$ cat config.mk
export PLATFORM = sky130hd
export DESIGN_NAME = spi_shift_engine
export DESIGN_NICKNAME = d
export VERILOG_FILES = /design/src/rtl/spi_shift_engine_pkg.sv /design/src/rtl/spi_shift_engine.sv
export SDC_FILE = /design/constraint.sdc
export NUM_CORES = 1
export LEC_CHECK = 0
export ABC_AREA = 1
export CAP_MARGIN = 15
export CORE_AREA = 2 2 116 118
export CTS_BUF_LIST = sky130_fd_sc_hd__clkbuf_2
export CTS_CLUSTER_SIZE = 24
export DETAILED_ROUTE_END_ITERATION = 10
export DIE_AREA = 0 0 118 120
export SLEW_MARGIN = 20
export SYNTH_ARGS = -nofsm -noshare
export SYNTH_HDL_FRONTEND = slang
export SYNTH_SLANG_ARGS = --single-unit
$ cat constraint.sdc
create_clock -name clk_in -period 2.3 [get_ports clk_in]
set_input_delay 0.46 -clock clk_in [delete_from_list [all_inputs] [get_ports clk_in]]
set_output_delay 0.46 -clock clk_in [all_outputs]
set_load 0.01 [all_outputs]
$ cat src/rtl/spi_shift_engine_pkg.sv
// Shared SPI defines: character length, counter width, divider width and
// the shift engine state encoding.
package spi_shift_engine_pkg;

  // Longest character the shift engine handles, in bits.
  localparam int SPI_DATA_LEN    = 32;
  // Bit counters need one extra bit so they can hold the full length.
  localparam int SPI_CNT_W       = $clog2(SPI_DATA_LEN) + 1;
  // Width of the SPI clock divider in the clock generator.
  localparam int SPI_DIVIDER_LEN = 16;

  typedef enum logic {
    ST_IDLE = 1'b0,
    ST_XFER = 1'b1
  } spi_state_e;

endpackage

$ cat src/rtl/spi_shift_engine.sv
// SPI shift engine: serialises tx_data onto mosi and assembles miso into
// rx_data, paced by edge pulses from an external SPI clock generator.
module spi_shift_engine
  import spi_shift_engine_pkg::*;
#(
  parameter int DATA_LEN = SPI_DATA_LEN,
  parameter int CNT_W    = $clog2(DATA_LEN) + 1
) (
  input  logic                clk_in,
  input  logic                rst,
  input  logic                start,
  input  logic [CNT_W-2:0]    char_len,
  input  logic                lsb_first,
  input  logic                tx_negedge,
  input  logic                rx_negedge,
  input  logic [DATA_LEN-1:0] tx_data,
  input  logic                pos_edge,
  input  logic                neg_edge,
  input  logic                miso,
  output logic                tip,
  output logic                last_clk,
  output logic                mosi,
  output logic [DATA_LEN-1:0] rx_data,
  output logic                done
);

  localparam int IDX_W = $clog2(DATA_LEN);

  spi_state_e                state;
  logic                      lsb_q;
  logic                      tx_neg_q;
  logic                      rx_neg_q;
  logic [DATA_LEN-1:0]       tx_q;
  logic [CNT_W-1:0]          len_q;
  logic [CNT_W-1:0]          tx_cnt;
  logic [CNT_W-1:0]          rx_cnt;
  logic                      tx_edge;
  logic                      rx_edge;

  // Bit k of the character lives at word index k (LSB first) or N-1-k.
  function automatic logic [IDX_W-1:0] bit_idx(input logic [CNT_W-1:0] k);
    logic [CNT_W-1:0] idx;
    idx = lsb_q ? k : (len_q - CNT_W'(1) - k);
    return idx[IDX_W-1:0];
  endfunction

  assign tx_edge  = tx_neg_q ? neg_edge : pos_edge;
  assign rx_edge  = rx_neg_q ? neg_edge : pos_edge;
  assign tip      = (state == ST_XFER);
  // Tells the clock generator the final rx edge is the next one it makes.
  assign last_clk = tip && (rx_cnt == (len_q - CNT_W'(1)));

  // Transfer control, tx shift-out and rx shift-in; done is a registered pulse.
  always_ff @(posedge clk_in) begin
    if (rst) begin
      state    <= ST_IDLE;
      lsb_q    <= 1'b0;
      tx_neg_q <= 1'b0;
      rx_neg_q <= 1'b0;
      tx_q     <= '0;
      len_q    <= '0;
      tx_cnt   <= '0;
      rx_cnt   <= '0;
      mosi     <= 1'b0;
      rx_data  <= '0;
      done     <= 1'b0;
    end else begin
      done <= 1'b0;
      case (state)
        ST_IDLE: begin
          if (start) begin
            state    <= ST_XFER;
            lsb_q    <= lsb_first;
            tx_neg_q <= tx_negedge;
            rx_neg_q <= rx_negedge;
            tx_q     <= tx_data;
            len_q    <= (char_len == '0) ? CNT_W'(DATA_LEN) : {1'b0, char_len};
            tx_cnt   <= '0;
            rx_cnt   <= '0;
            rx_data  <= '0;
          end
        end
        ST_XFER: begin
          // tx and rx run independently so a shared edge moves both.
          if (tx_edge && (tx_cnt < len_q)) begin
            mosi   <= tx_q[bit_idx(tx_cnt)];
            tx_cnt <= tx_cnt + CNT_W'(1);
          end
          if (rx_edge && (rx_cnt < len_q)) begin
            rx_data[bit_idx(rx_cnt)] <= miso;
            rx_cnt                   <= rx_cnt + CNT_W'(1);
            if ((rx_cnt + CNT_W'(1)) == len_q) begin
              state <= ST_IDLE;
              done  <= 1'b1;
            end
          end
        end
        default: state <= ST_IDLE;
      endcase
    end
  end

endmodule

==> implementation parameters, run 1 <==
Parameter                              Value

Timing
  PnR worst setup slack ... -0.433 ns
  Measured slew at the worst slew-check pin ... 0.481 ns
  Pins Over Slew Limit ... 0
  Hold Worst Slack ... 0.472 ns
  Min Clock Period, post-route ... around 2.7 ns
  Post-route clock skew ... 0.0347 ns
  Unrepaired setup endpoints after global routing ... yes
  Hold Fails Final Rpt ... 0
  Final period utilization ... 1.19
  Headroom to the max-slew limit ... 0.679
  F_max ... roughly 0.37 GHz
  Finish-stage setup viols ... 34

CTS
  CTS buffer count ... 9
  Bufs on Longest Clock Path ... 2
  Quantity of hold-fixing buffers added after cts ... 0
  Maximum level of the CTS H-tree ... 3
  Buffer type at the clock tree root ... sky130_fd_sc_hd__clkbuf_2
  Clock tree from TritonCTS ... done
  Clock slew at reported path FFs ... between 0.2 and 0.3 ns
  CTS Sinks ... 88
  Later-pin clock latency in the skew report ... 0.60 ns

Routing
  Length of the first detailed-routing pass in iterations ... 5
  Vias per inst ... a little over 5
  DRC violations left ... 0
  Final wirelength ... 15100 um
  Average wire per standard cell ... about 14 um
  Final ANT Viol Nets ... 0
  Via count ... between 5k and 6k
  Violation count after the first detailed-route iteration ... 316

Power and ir drop
  Cell leakage power ... 0.00306 uW
  Peak VDD IR ... 0.000406 V
  Post-layout power ... roughly 4400 uW
  Power density over the cells ... between 500 and 600 mW/mm^2

Min path
  Worst Hold Path Cells ... 2
  Min-Delay Endpoint ... tx_q[17]
  Hold crit path type ... reg -> reg
  Start point of the worst min-delay path ... tx_q[17]

Critical path
  Origin of the critical flop-to-flop path ... len_q[0]
  WP data arrival ... 2.27 ns
  Flop2flop setup slack ... -0.36 ns
  Endpoint of the most critical register-to-register path ... rx_data[2]
  Required time at the endpoint of the critical path ... 1.84 ns
  CP Launch Type ... flip-flop
  Number of cells on the worst reg-to-reg path ... 16
  Path type of the worst setup path ... reg -> out
  Worst Setup End Kind ... output port
  Largest fanout on the critical path ... 3

Floorplan
  Placeable core area ... about 0.013 mm^2
  Io pins ... 82
  Die Wd ... ~120 um
  Effective utilization at floorplan ... 0.393
  Total die area ... between 0.01 and 0.015 mm^2
  Number of placement rows ... 42
  Die height ... between 100 and 150 um

Global routing
  Antenna violations before repair ... 0
  Maximum number of pins on one net before global-route repair ... 43
  First-pass GRT wire length ... roughly 24000 um
  Gr ovfl total ... 0
  Vias in the first global route ... 5095
  Total Routing Usage GR ... 0.211

Final layout
  Fraction of final layout cells with drive strength greater than 1 ... 0.279
  Final non-filler cell area ... 0.00747 mm^2
  Non-filler instance count after layout ... 1052
  Most common cell after layout, fill and taps aside ... sky130_fd_sc_hd__nor2_1
  Post-layout net count ... ~940
  Filler cell count ... ~1.2k
  Synthesis-to-layout area growth ... 46.5%
  Antenna diode instance count ... 0
  Most frequent cells in the layout ... sky130_fd_sc_hd__nor2_1, sky130_fd_sc_hd__nand2_1, sky130_fd_sc_hd__dfxtp_1

Logic synthesis
  Number of distinct library cells after synthesis ... 42
  EDFF count, synth ... 0
  Flip-flop and latch count after synthesis ... 88
  Gate count of the mapped netlist ... 715
  Sequential share of the synthesized area ... 0.345
  Prevailing post-synth register cell ... sky130_fd_sc_hd__dfxtp_1
  Yosys warning count ... 0
  Share of flip-flops with an asynchronous set or reset ... 0
  Post-synth design cell area ... 0.00510 mm^2
  Mean post-synth cell area ... 7.13 um^2
  Syn Nets ... 786

Run status
  Violated checks ... setup timing
  Run status ... finished, violations left

Place
  Number of buffers added on ports ... 81
  Area post-placement ... roughly 0.0066 mm^2
  Pre-CTS setup slack ... -0.321 ns
  Total half-perimeter wirelength after legalization and detailed placement ... 10700 um
  Global placement routability congestion ... 0.887
  Placed Cells incl. Taps ... 1016

Flow run
  Reported max-cap violation count ... 0
[flip-flops by register name, indices dropped and copies added (netlist names), 6 cells and up]
name,count
tx_cnt,6
tx_q,32
len_q,6
rx_cnt,6
rx_data,32
[kinds of logic after synthesis]
| kind of cell | count (synthesis) | share of synthesized area |
|---|---|---|
| compound gates | 164 | 0.178 |
| xor+xnor | 12 | 0.0206 |
| fa+ha+maj | 25 | 0.0643 |
| buf+inv | 95 | 0.0788 |
| flops | 88 | 0.345 |
| simple gates | 331 | 0.313 |
[cells in the mapped netlist (2+ instances only)]
master | n | area (um^2)
sky130_fd_sc_hd__nand4_1 | 9 | 56.3
sky130_fd_sc_hd__nand2_1 | 112 | 420
sky130_fd_sc_hd__nor3_1 | 4 | 20.0
sky130_fd_sc_hd__nor2_2 | 2 | 12.5
sky130_fd_sc_hd__a211oi_1 | 2 | 15.0
sky130_fd_sc_hd__buf_1 | 5 | 18.8
sky130_fd_sc_hd__nand3_2 | 7 | 70.1
sky130_fd_sc_hd__inv_2 | 9 | 33.8
sky130_fd_sc_hd__a21oi_1 | 63 | 315
sky130_fd_sc_hd__o21ai_4 | 2 | 32.5
sky130_fd_sc_hd__dfxtp_1 | 88 | 1760
sky130_fd_sc_hd__o21ai_0 | 56 | 280
sky130_fd_sc_hd__a22oi_1 | 13 | 97.6
sky130_fd_sc_hd__nor3_2 | 2 | 20.0
sky130_fd_sc_hd__nand3b_1 | 2 | 15.0
sky130_fd_sc_hd__inv_1 | 50 | 188
sky130_fd_sc_hd__clkbuf_1 | 15 | 56.3
sky130_fd_sc_hd__nor2_1 | 110 | 413
sky130_fd_sc_hd__o21ai_1 | 17 | 85.1
sky130_fd_sc_hd__o31ai_1 | 2 | 15.0
sky130_fd_sc_hd__clkinv_1 | 2 | 7.51
sky130_fd_sc_hd__fa_1 | 2 | 40.0
sky130_fd_sc_hd__inv_4 | 2 | 12.5
sky130_fd_sc_hd__buf_2 | 7 | 35.0
sky130_fd_sc_hd__nand2_2 | 8 | 50.1
sky130_fd_sc_hd__o22ai_1 | 2 | 12.5
sky130_fd_sc_hd__ha_1 | 23 | 288
sky130_fd_sc_hd__nor2_8 | 2 | 40.0
sky130_fd_sc_hd__buf_6 | 3 | 33.8
sky130_fd_sc_hd__xor2_1 | 12 | 105
sky130_fd_sc_hd__nand3_1 | 58 | 290
sky130_fd_sc_hd__nor2_4 | 9 | 101
sky130_fd_sc_hd__o21bai_1 | 4 | 30.0
sky130_fd_sc_hd__nand3_4 | 3 | 52.6
[worst max-delay path, cell delays in order, from the launching register on]
cell and delay (ns):
sky130_fd_sc_hd__dfxtp_2 0.42, sky130_fd_sc_hd__inv_4 0.05, sky130_fd_sc_hd__ha_4 0.27, sky130_fd_sc_hd__inv_4 0.04
sky130_fd_sc_hd__ha_4 0.26, sky130_fd_sc_hd__nand3_2 0.06, sky130_fd_sc_hd__a211oi_2 0.24, sky130_fd_sc_hd__o21ai_1 0.09
sky130_fd_sc_hd__a21oi_1 0.11, sky130_fd_sc_hd__buf_2 0.14
[report_power, final]
group	switching [uW]	internal, uW	leakage, uW
Combinational	1060	866	0.00226
Clock	567	261	0.0000740
Sequential	40.7	1600	0.000721
[worst max path at each step]
| stage | to | start | depth (start not counted) | slack, ns |
|---|---|---|---|---|
| 2_1_floorplan | rx_data[15] | len_q[1] | 14 | 0.01 |
| 3_3_place_gp | last_clk | len_q[0] | 9 | -0.28 |
| 3_5_place_dp | last_clk | len_q[0] | 9 | -0.32 |
| 4_1_cts | last_clk | len_q[0] | 9 | -0.42 |
| 5_1_grt | last_clk | len_q[0] | 9 | -0.59 |
| 6_report | last_clk | len_q[0] | 9 | -0.43 |
[layout make-up]
cell class                      count  area, um^2  area share
Sequential cell                    88        1770       0.237
Clock buffer                       11        55.1     0.00737
Inverter                           64         269      0.0360
Clock inverter                      5        56.3     0.00754
Tap cell                          176         220      0.0295
Multi-Input combinational cell    533        3430       0.459
Timing Repair Buffer              175        1670       0.224
[through the flow]
stage,TNS [ns],utilization
floorplan,0,-
global placement,-2.42,0.509
detailed placement,-5.27,0.509
CTS,-6.23,0.537
global route,-13.66,0.575
finish,-9.59,0.575
[routing by layer]
metal  up-vias  routed length, um  GRT usage
met5         -                  0          0
met4         0                198     0.0482
met3        18                727     0.0475
met2       137               7270      0.348
met1      2454               6920      0.282
li1       2691                  -          -
[repair_timing]
action | CTS | global route
setup endpoints to repair | 34 | 41
buffers inserted | 5 | 13
pin swaps | 23 | 58
gates resized for setup | 57 | 92
cloned | 2 | 1
Note: power is estimated with default switching activity, not from simulation.
==> run 2, diff against run 1 <==
- GPL_ROUTABILITY_DRIVEN: not set -> 0
==> run 2 against run 1 <==
  * Clock-buffer cell count is the same
  * Fmax shrank 1.4%
  * Hold slack lost 0.044 ns
  * Highest routed layer unchanged
  * Global-route usage grew 0.58 points
  * Critical path type unchanged
  * Core utilization shrank 0.17 points
  * Non-clock buffer count shrank 1
  * Via count grew 1.2%
  * Sequential cell count is the same
  * Clock power grew 13%
  * Power grew 3.1%
  * Combinational power is essentially flat
  * The flow still finishes with violations (setup timing)
  * Routed wire length is essentially flat
==> implementation parameters, run 2 (synthesis gave the netlist of run 1 again) <==
Parameter                              Value

Timing
  Hold Fails Final Rpt ... 0 (unchanged)
  Hold Worst Slack ... 0.428 ns (was 0.472 ns)
  Pins Over Slew Limit ... 0 (unchanged)
  PnR worst setup slack ... -0.473 ns (was -0.433 ns)
  Measured slew at the worst slew-check pin ... 0.481 ns (about the same)
  F_max ... 0.361 GHz (was 0.366 GHz)
  Finish-stage setup viols ... 34 (unchanged)
  Post-route clock skew ... 0.0345 ns (was 0.0347 ns)
  Final period utilization ... 1.21 (was 1.19)
  Headroom to the max-slew limit ... 0.679 (about the same)
  Min Clock Period, post-route ... 2.77 ns (was 2.73 ns)
  Unrepaired setup endpoints after global routing ... yes (unchanged)

Final layout
  Fraction of final layout cells with drive strength greater than 1 ... 0.270 (was 0.279)
  Core Util, Final ... 0.574 (was 0.575)
  Post-layout net count ... 941 (was 942)
  Most frequent cells in the layout ... sky130_fd_sc_hd__nor2_1, sky130_fd_sc_hd__nand2_1, sky130_fd_sc_hd__dfxtp_1 (unchanged)
  Synthesis-to-layout area growth ... 46.0% (was 46.5%)
  Antenna diode instance count ... 0 (unchanged)
  Largest registers ... rx_data (32), tx_q (32) (unchanged)
  Most common cell after layout, fill and taps aside ... sky130_fd_sc_hd__nor2_1 (unchanged)

CTS
  Clock tree from TritonCTS ... done (unchanged)
  Maximum level of the CTS H-tree ... 3 (unchanged)
  Bufs on Longest Clock Path ... 2 (unchanged)
  Later-pin clock latency in the skew report ... 0.63 ns (was 0.60 ns)
  Quantity of hold-fixing buffers added after cts ... 0 (unchanged)
  CTS Sinks ... 88 (unchanged)
  Clock slew at reported path FFs ... 0.25 ns (about the same)
  Buffer type at the clock tree root ... sky130_fd_sc_hd__clkbuf_2 (unchanged)
  CTS buffer count ... 9 (unchanged)

Routing
  Final wirelength ... 15100 um (about the same)
  Average wire per standard cell ... 14.4 um (about the same)
  Final ANT Viol Nets ... 0 (unchanged)
  Vias per inst ... 5.10 (was 5.04)
  DRC violations left ... 0 (unchanged)
  Violation count after the first detailed-route iteration ... 395 (was 316)
  Length of the first detailed-routing pass in iterations ... 5 (unchanged)
  Via count ... 5364 (was 5300)

Critical path
  Largest fanout on the critical path ... 3 (unchanged)
  Required time at the endpoint of the critical path ... 1.84 ns (about the same)
  Endpoint of the most critical register-to-register path ... rx_data[14] (was rx_data[2])
  Setup crit end ... last_clk (unchanged)
  Path type of the worst setup path ... reg -> out (unchanged)
  Flop2flop setup slack ... -0.22 ns (was -0.36 ns)
  CP Launch Type ... flip-flop (unchanged)
  WP data arrival ... 2.31 ns (was 2.27 ns)
  Origin of the critical flop-to-flop path ... len_q[0] (unchanged)
  Worst Setup End Kind ... output port (unchanged)
  Number of cells on the worst reg-to-reg path ... 16 (unchanged)
  Launching instance or port of the critical path ... len_q[0] (unchanged)

Floorplan
  Placeable core area ... 0.0130 mm^2 (unchanged)
  Io pins ... 82 (unchanged)
  Die Wd ... 118 um (unchanged)
  Total die area ... 0.0142 mm^2 (unchanged)
  Die height ... 120 um (unchanged)
  Effective utilization at floorplan ... 0.393 (unchanged)
  Number of placement rows ... 42 (unchanged)

Global routing
  Antenna violations before repair ... 0 (unchanged)
  Gr ovfl total ... 0 (unchanged)
  Vias in the first global route ... 5195 (was 5095)
  Total Routing Usage GR ... 0.217 (was 0.211)
  Maximum number of pins on one net before global-route repair ... 43 (unchanged)
  First-pass GRT wire length ... 24800 um (was 24300 um)

Run status
  Run status ... finished, violations left (unchanged)
  Violated checks ... setup timing (unchanged)

Power and ir drop
  Power density over the cells ... 609 mW/mm^2 (was 589 mW/mm^2)
  Cell leakage power ... 0.00305 uW (was 0.00306 uW)
  Peak VDD IR ... 0.000408 V (was 0.000406 V)

Min path
  Hold crit path type ... in -> reg (was reg -> reg)

Flow run
  Reported max-cap violation count ... 0 (unchanged)

Place
  Number of buffers added on ports ... 81 (unchanged)
  Total half-perimeter wirelength after legalization and detailed placement ... 10600 um (was 10700 um)
-- run 2: cell types whose count changed in the layout (fill, tap and decap cells not counted), sizes merged --
cell	delta
bufinv	+1
clkbuf	-1
inv	-1
-- run 2: cell type report --
type | count | area (um^2)
multi-input cells | 533 | 3390
inverters | 64 | 272
flip-flops and latches | 88 | 1770
well taps | 176 | 220
fillers | 1205 | 5530
clock inverters | 5 | 80.1
clock buffers | 11 | 55.1
repair buffers | 174 | 1660
-- run 2: where the power goes --
part | internal (uW) | switching (uW)
Combinational | 881 | 1070
Sequential | 1600 | 39.5
Clock | 371 | 567
Total | 2860 | 1680
-- run 2: critical path, stage by stage (launching register included) --
cell	delay, ns
sky130_fd_sc_hd__dfxtp_2	0.39
sky130_fd_sc_hd__inv_2	0.05
sky130_fd_sc_hd__ha_4	0.28
sky130_fd_sc_hd__inv_4	0.04
sky130_fd_sc_hd__ha_4	0.26
sky130_fd_sc_hd__nand3_2	0.06
sky130_fd_sc_hd__a211oi_2	0.22
sky130_fd_sc_hd__o21ai_1	0.10
sky130_fd_sc_hd__a21oi_1	0.15
sky130_fd_sc_hd__buf_2	0.15
-- run 2: per-stage QoR --
step | power, uW | cells | setup WS, ns | setup TNS, ns | instance area [um^2]
2_1_floorplan | 2590 | 715 | 0.0122 | 0 | 5120
3_3_place_gp | 3130 | 1014 | -0.280 | -2.43 | 6600
3_5_place_dp | 3150 | 1014 | -0.344 | -4.29 | 6600
4_1_cts | 4370 | 1042 | -0.486 | -5.15 | 7210
5_1_grt | 4780 | 1051 | -0.637 | -9.84 | 7450
6_report | 4540 | 1051 | -0.473 | -5.68 | 7450
-- run 2: what timing repair did --
action | 4_1_cts | 5_1_grt
endpoints found under the setup margin | 34 | 40
resized for setup | 93 | 37
setup buffers | 13 | 8
pin swaps | 38 | 26
gates cloned | 1 | 1
-- run 2: how the worst min path moves through the flow --
stage | start | slack (ns) | cells past startpoint | endpoint
CTS | tx_data[8] | 0.40 | 3 | tx_q[8]
global route | tx_data[18] | 0.44 | 3 | tx_q[18]
floorplan | tx_q[13] | 0.43 | 2 | tx_q[13]
global placement | tx_q[1] | 0.45 | 2 | tx_q[1]
detailed placement | tx_q[17] | 0.45 | 2 | tx_q[17]
finish | tx_data[8] | 0.43 | 3 | tx_q[8]
-- run 2: metal layers --
| metal | track usage | vias to the layer above | part of all wire |
|---|---|---|---|
| met5 | 0 | - | 0 |
| met4 | 0.0648 | 0 | 0.020 |
| met3 | 0.0537 | 26 | 0.053 |
| met2 | 0.354 | 166 | 0.47 |
| met1 | 0.284 | 2485 | 0.46 |
| li1 | - | 2687 | - |
==> run 3, diff against run 2 <==
==> constraint.sdc (replaced) <==
create_clock -name clk_in -period 2.3 [get_ports clk_in]
set_input_delay 0.23 -clock clk_in [delete_from_list [all_inputs] [get_ports clk_in]]
set_output_delay 0.23 -clock clk_in [all_outputs]
set_load 0.01 [all_outputs]
==> run 3 against run 2 <==
  * The flow still finishes with violations (setup timing)
  * Register-to-register slack lost 0.07 ns
  * Non-clock buffer count is 1 lower
  * Core utilization decreased by 1.2 points
  * Power is 8.2% lower
  * Routed wire length is 1.5% lower
  * Setup slack better by 0.17 ns
  * Hold slack worse by 0.20 ns
  * Sequential cell count unchanged
  * Final area is 2.0% lower
  * Clock power fell by 25%
==> implementation parameters, run 3 (synthesis gave the netlist of run 1 again) <==
Parameter                              Value

Global routing
  Antenna violations before repair ... 0 (unchanged)
  First-pass GRT wire length ... 24300 um (was 24800 um)
  Total Routing Usage GR ... 0.212 (was 0.217)
  Vias in the first global route ... 5059 (was 5195)
  Gr ovfl total ... 0 (unchanged)
  Maximum number of pins on one net before global-route repair ... 44 (was 43)

Run status
  Violated checks ... setup timing (unchanged)
  Run status ... finished, violations left (unchanged)

Timing
  Post-route clock skew ... 0.0360 ns (was 0.0345 ns)
  Setup TNS ... -6.36 ns (was -5.68 ns)
  Pins Over Slew Limit ... 0 (unchanged)
  Finish-stage setup viols ... 34 (unchanged)
  Hold Fails Final Rpt ... 0 (unchanged)
  Headroom to the max-slew limit ... 0.676 (was 0.679)
  Min Clock Period, post-route ... 2.60 ns (was 2.77 ns)
  Measured slew at the worst slew-check pin ... 0.486 ns (was 0.481 ns)
  F_max ... 0.384 GHz (was 0.361 GHz)
  Final period utilization ... 1.13 (was 1.21)
  PnR worst setup slack ... -0.301 ns (was -0.473 ns)
  Unrepaired setup endpoints after global routing ... yes (unchanged)

Floorplan
  Die height ... 120 um (unchanged)
  Die Wd ... 118 um (unchanged)
  Placeable core area ... 0.0130 mm^2 (unchanged)
  Number of placement rows ... 42 (unchanged)
  Total die area ... 0.0142 mm^2 (unchanged)
  Io pins ... 82 (unchanged)
  Effective utilization at floorplan ... 0.393 (unchanged)

Place
  Pre-CTS setup slack ... -0.164 ns (was -0.344 ns)
  Area post-placement ... 0.00659 mm^2 (was 0.00660 mm^2)
  Total half-perimeter wirelength after legalization and detailed placement ... 10700 um (was 10600 um)
  Number of buffers added on ports ... 81 (unchanged)

Critical path
  Critical-path top delay cell ... sky130_fd_sc_hd__dfxtp_2 (unchanged)
  CP peak stage delay ... 0.41 ns (was 0.39 ns)
  Critical path's top delay family ... adder cells (unchanged)
  Flop2flop setup slack ... -0.29 ns (was -0.22 ns)
  Path type of the worst setup path ... reg -> out (unchanged)
  Largest fanout on the critical path ... 3 (unchanged)
  Number of buffers and inverters on the critical path ... 3 (unchanged)
  CP Launch Type ... flip-flop (unchanged)
  WP data arrival ... 2.37 ns (was 2.31 ns)
  Cell breakdown of the critical path ... inv_4 > ha_4 > xor2_2 > ha_1 > buf_6 > nand2_4 > a211oi_2 > o21ai_1 > a21oi_1 > buf_2 (was inv_2 > ha_4 > inv_4 > ha_4 > nand3_2 > a211oi_2 > o21ai_1 > a21oi_1 > buf_2)
  Required time at the endpoint of the critical path ... 2.07 ns (was 1.84 ns)
  Worst Setup End Kind ... output port (unchanged)

Routing
  Length of the first detailed-routing pass in iterations ... 4 (was 5)
  Average wire per standard cell ... 14.2 um (was 14.4 um)
  Violation count after the first detailed-route iteration ... 337 (was 395)
  Final ANT Viol Nets ... 0 (unchanged)
  Vias per inst ... 4.96 (was 5.10)
  Via count ... 5205 (was 5364)
  DRC violations left ... 0 (unchanged)
  Final wirelength ... 14900 um (was 15100 um)

CTS
  Buffer type at the clock tree root ... sky130_fd_sc_hd__clkbuf_2 (unchanged)
  Bufs on Longest Clock Path ... 2 (unchanged)
  Clock slew at reported path FFs ... 0.24 ns (was 0.25 ns)
  Clock tree from TritonCTS ... done (unchanged)
  Quantity of hold-fixing buffers added after cts ... 0 (unchanged)
  CTS Sinks ... 88 (unchanged)
  CTS buffer count ... 9 (unchanged)
  Maximum level of the CTS H-tree ... 3 (unchanged)
  Later-pin clock latency in the skew report ... 0.61 ns (was 0.63 ns)

Final layout
  Most common cell after layout, fill and taps aside ... sky130_fd_sc_hd__nor2_1 (unchanged)
  Largest registers ... rx_data (32), tx_q (32) (unchanged)
  Final non-filler cell area ... 0.00729 mm^2 (was 0.00745 mm^2)
  Antenna diode instance count ... 0 (unchanged)
  Core Util, Final ... 0.562 (was 0.574)
  Post-layout net count ... 939 (was 941)
  Synthesis-to-layout area growth ... 43.0% (was 46.0%)
  Most frequent cells in the layout ... sky130_fd_sc_hd__nor2_1, sky130_fd_sc_hd__nand2_1, sky130_fd_sc_hd__dfxtp_1 (unchanged)
  Fraction of final layout cells with drive strength greater than 1 ... 0.273 (was 0.270)

Power and ir drop
  Post-layout power ... 4160 uW (was 4540 uW)
  Cell leakage power ... 0.00301 uW (was 0.00305 uW)
  Peak VDD IR ... 0.000386 V (was 0.000408 V)
  Power density over the cells ... 571 mW/mm^2 (was 609 mW/mm^2)

Min path
  Hold crit path type ... in -> reg (unchanged)

Flow run
  Reported max-cap violation count ... 0 (unchanged)
-- run 3: changes by cell type in the layout (fill, tap and decap cells not counted), sizes merged --
cell,delta
buf,-1
clkinvlp,+2
nor2,-1
bufinv,-2
-- run 3: cell type report --
class,count,area [um^2]
Timing Repair Buffer,173,1570
Inverter,64,262
Tap cell,176,220
Fill cell,1251,5690
Sequential cell,88,1770
Clock buffer,11,55.1
Multi-Input combinational cell,532,3390
Clock inverter,5,32.5
-- run 3: repair_timing --
action / CTS / global route
gates resized for setup: 49 / 75
buffers inserted: 8 / 9
pin swaps: 14 / 42
endpoints found under the setup margin: 33 / 34
-- run 3: report_power, final --
| group | internal, uW | switching, uW | leakage (uW) | total (uW) |
|---|---|---|---|---|
| sequential | 1600 | 43.6 | 0.000721 | 1650 |
| clock | 149 | 551 | 0.0000560 | 699 |
| combinational | 795 | 1020 | 0.00223 | 1820 |
| total | 2550 | 1610 | 0.00301 | 4160 |
-- run 3: path summary, 6_finish.rpt --
| kind | startpoint | cells after the start | endpoint |
|---|---|---|---|
| setup / recovery | len_q[0] | 10 | last_clk |
| hold / removal | tx_data[12] | 3 | tx_q[12] |
| setup reg to reg | len_q[0] | 18 | rx_data[26] |
| hold reg to reg | tx_q[21] | 2 | tx_q[21] |
-- run 3: per-layer routing --
metal / share of wire / wire length (um) / vias up / global-route usage
li1: - / - / 2678 / -
met1: 0.46 / 6850 / 2360 / 0.280
met2: 0.47 / 6920 / 135 / 0.340
met3: 0.051 / 761 / 32 / 0.0461
met4: 0.023 / 337 / 0 / 0.0806
met5: 0 / 0 / - / 0
-- run 3: stage by stage --
stage / hold slack, ns / instances
floorplan: 0.365 / 715
global placement: 0.450 / 1016
detailed placement: 0.456 / 1016
CTS: 0.187 / 1040
global route: 0.211 / 1049
finish: 0.223 / 1049
-- run 3: tightest hold or removal path, delay by kind of cell --
kind                   cells  cell delay, ns
buffers and inverters      1            0.39
AND/OR/NAND/NOR            1            0.04
AO/OA/AOI/OAI              1            0.16
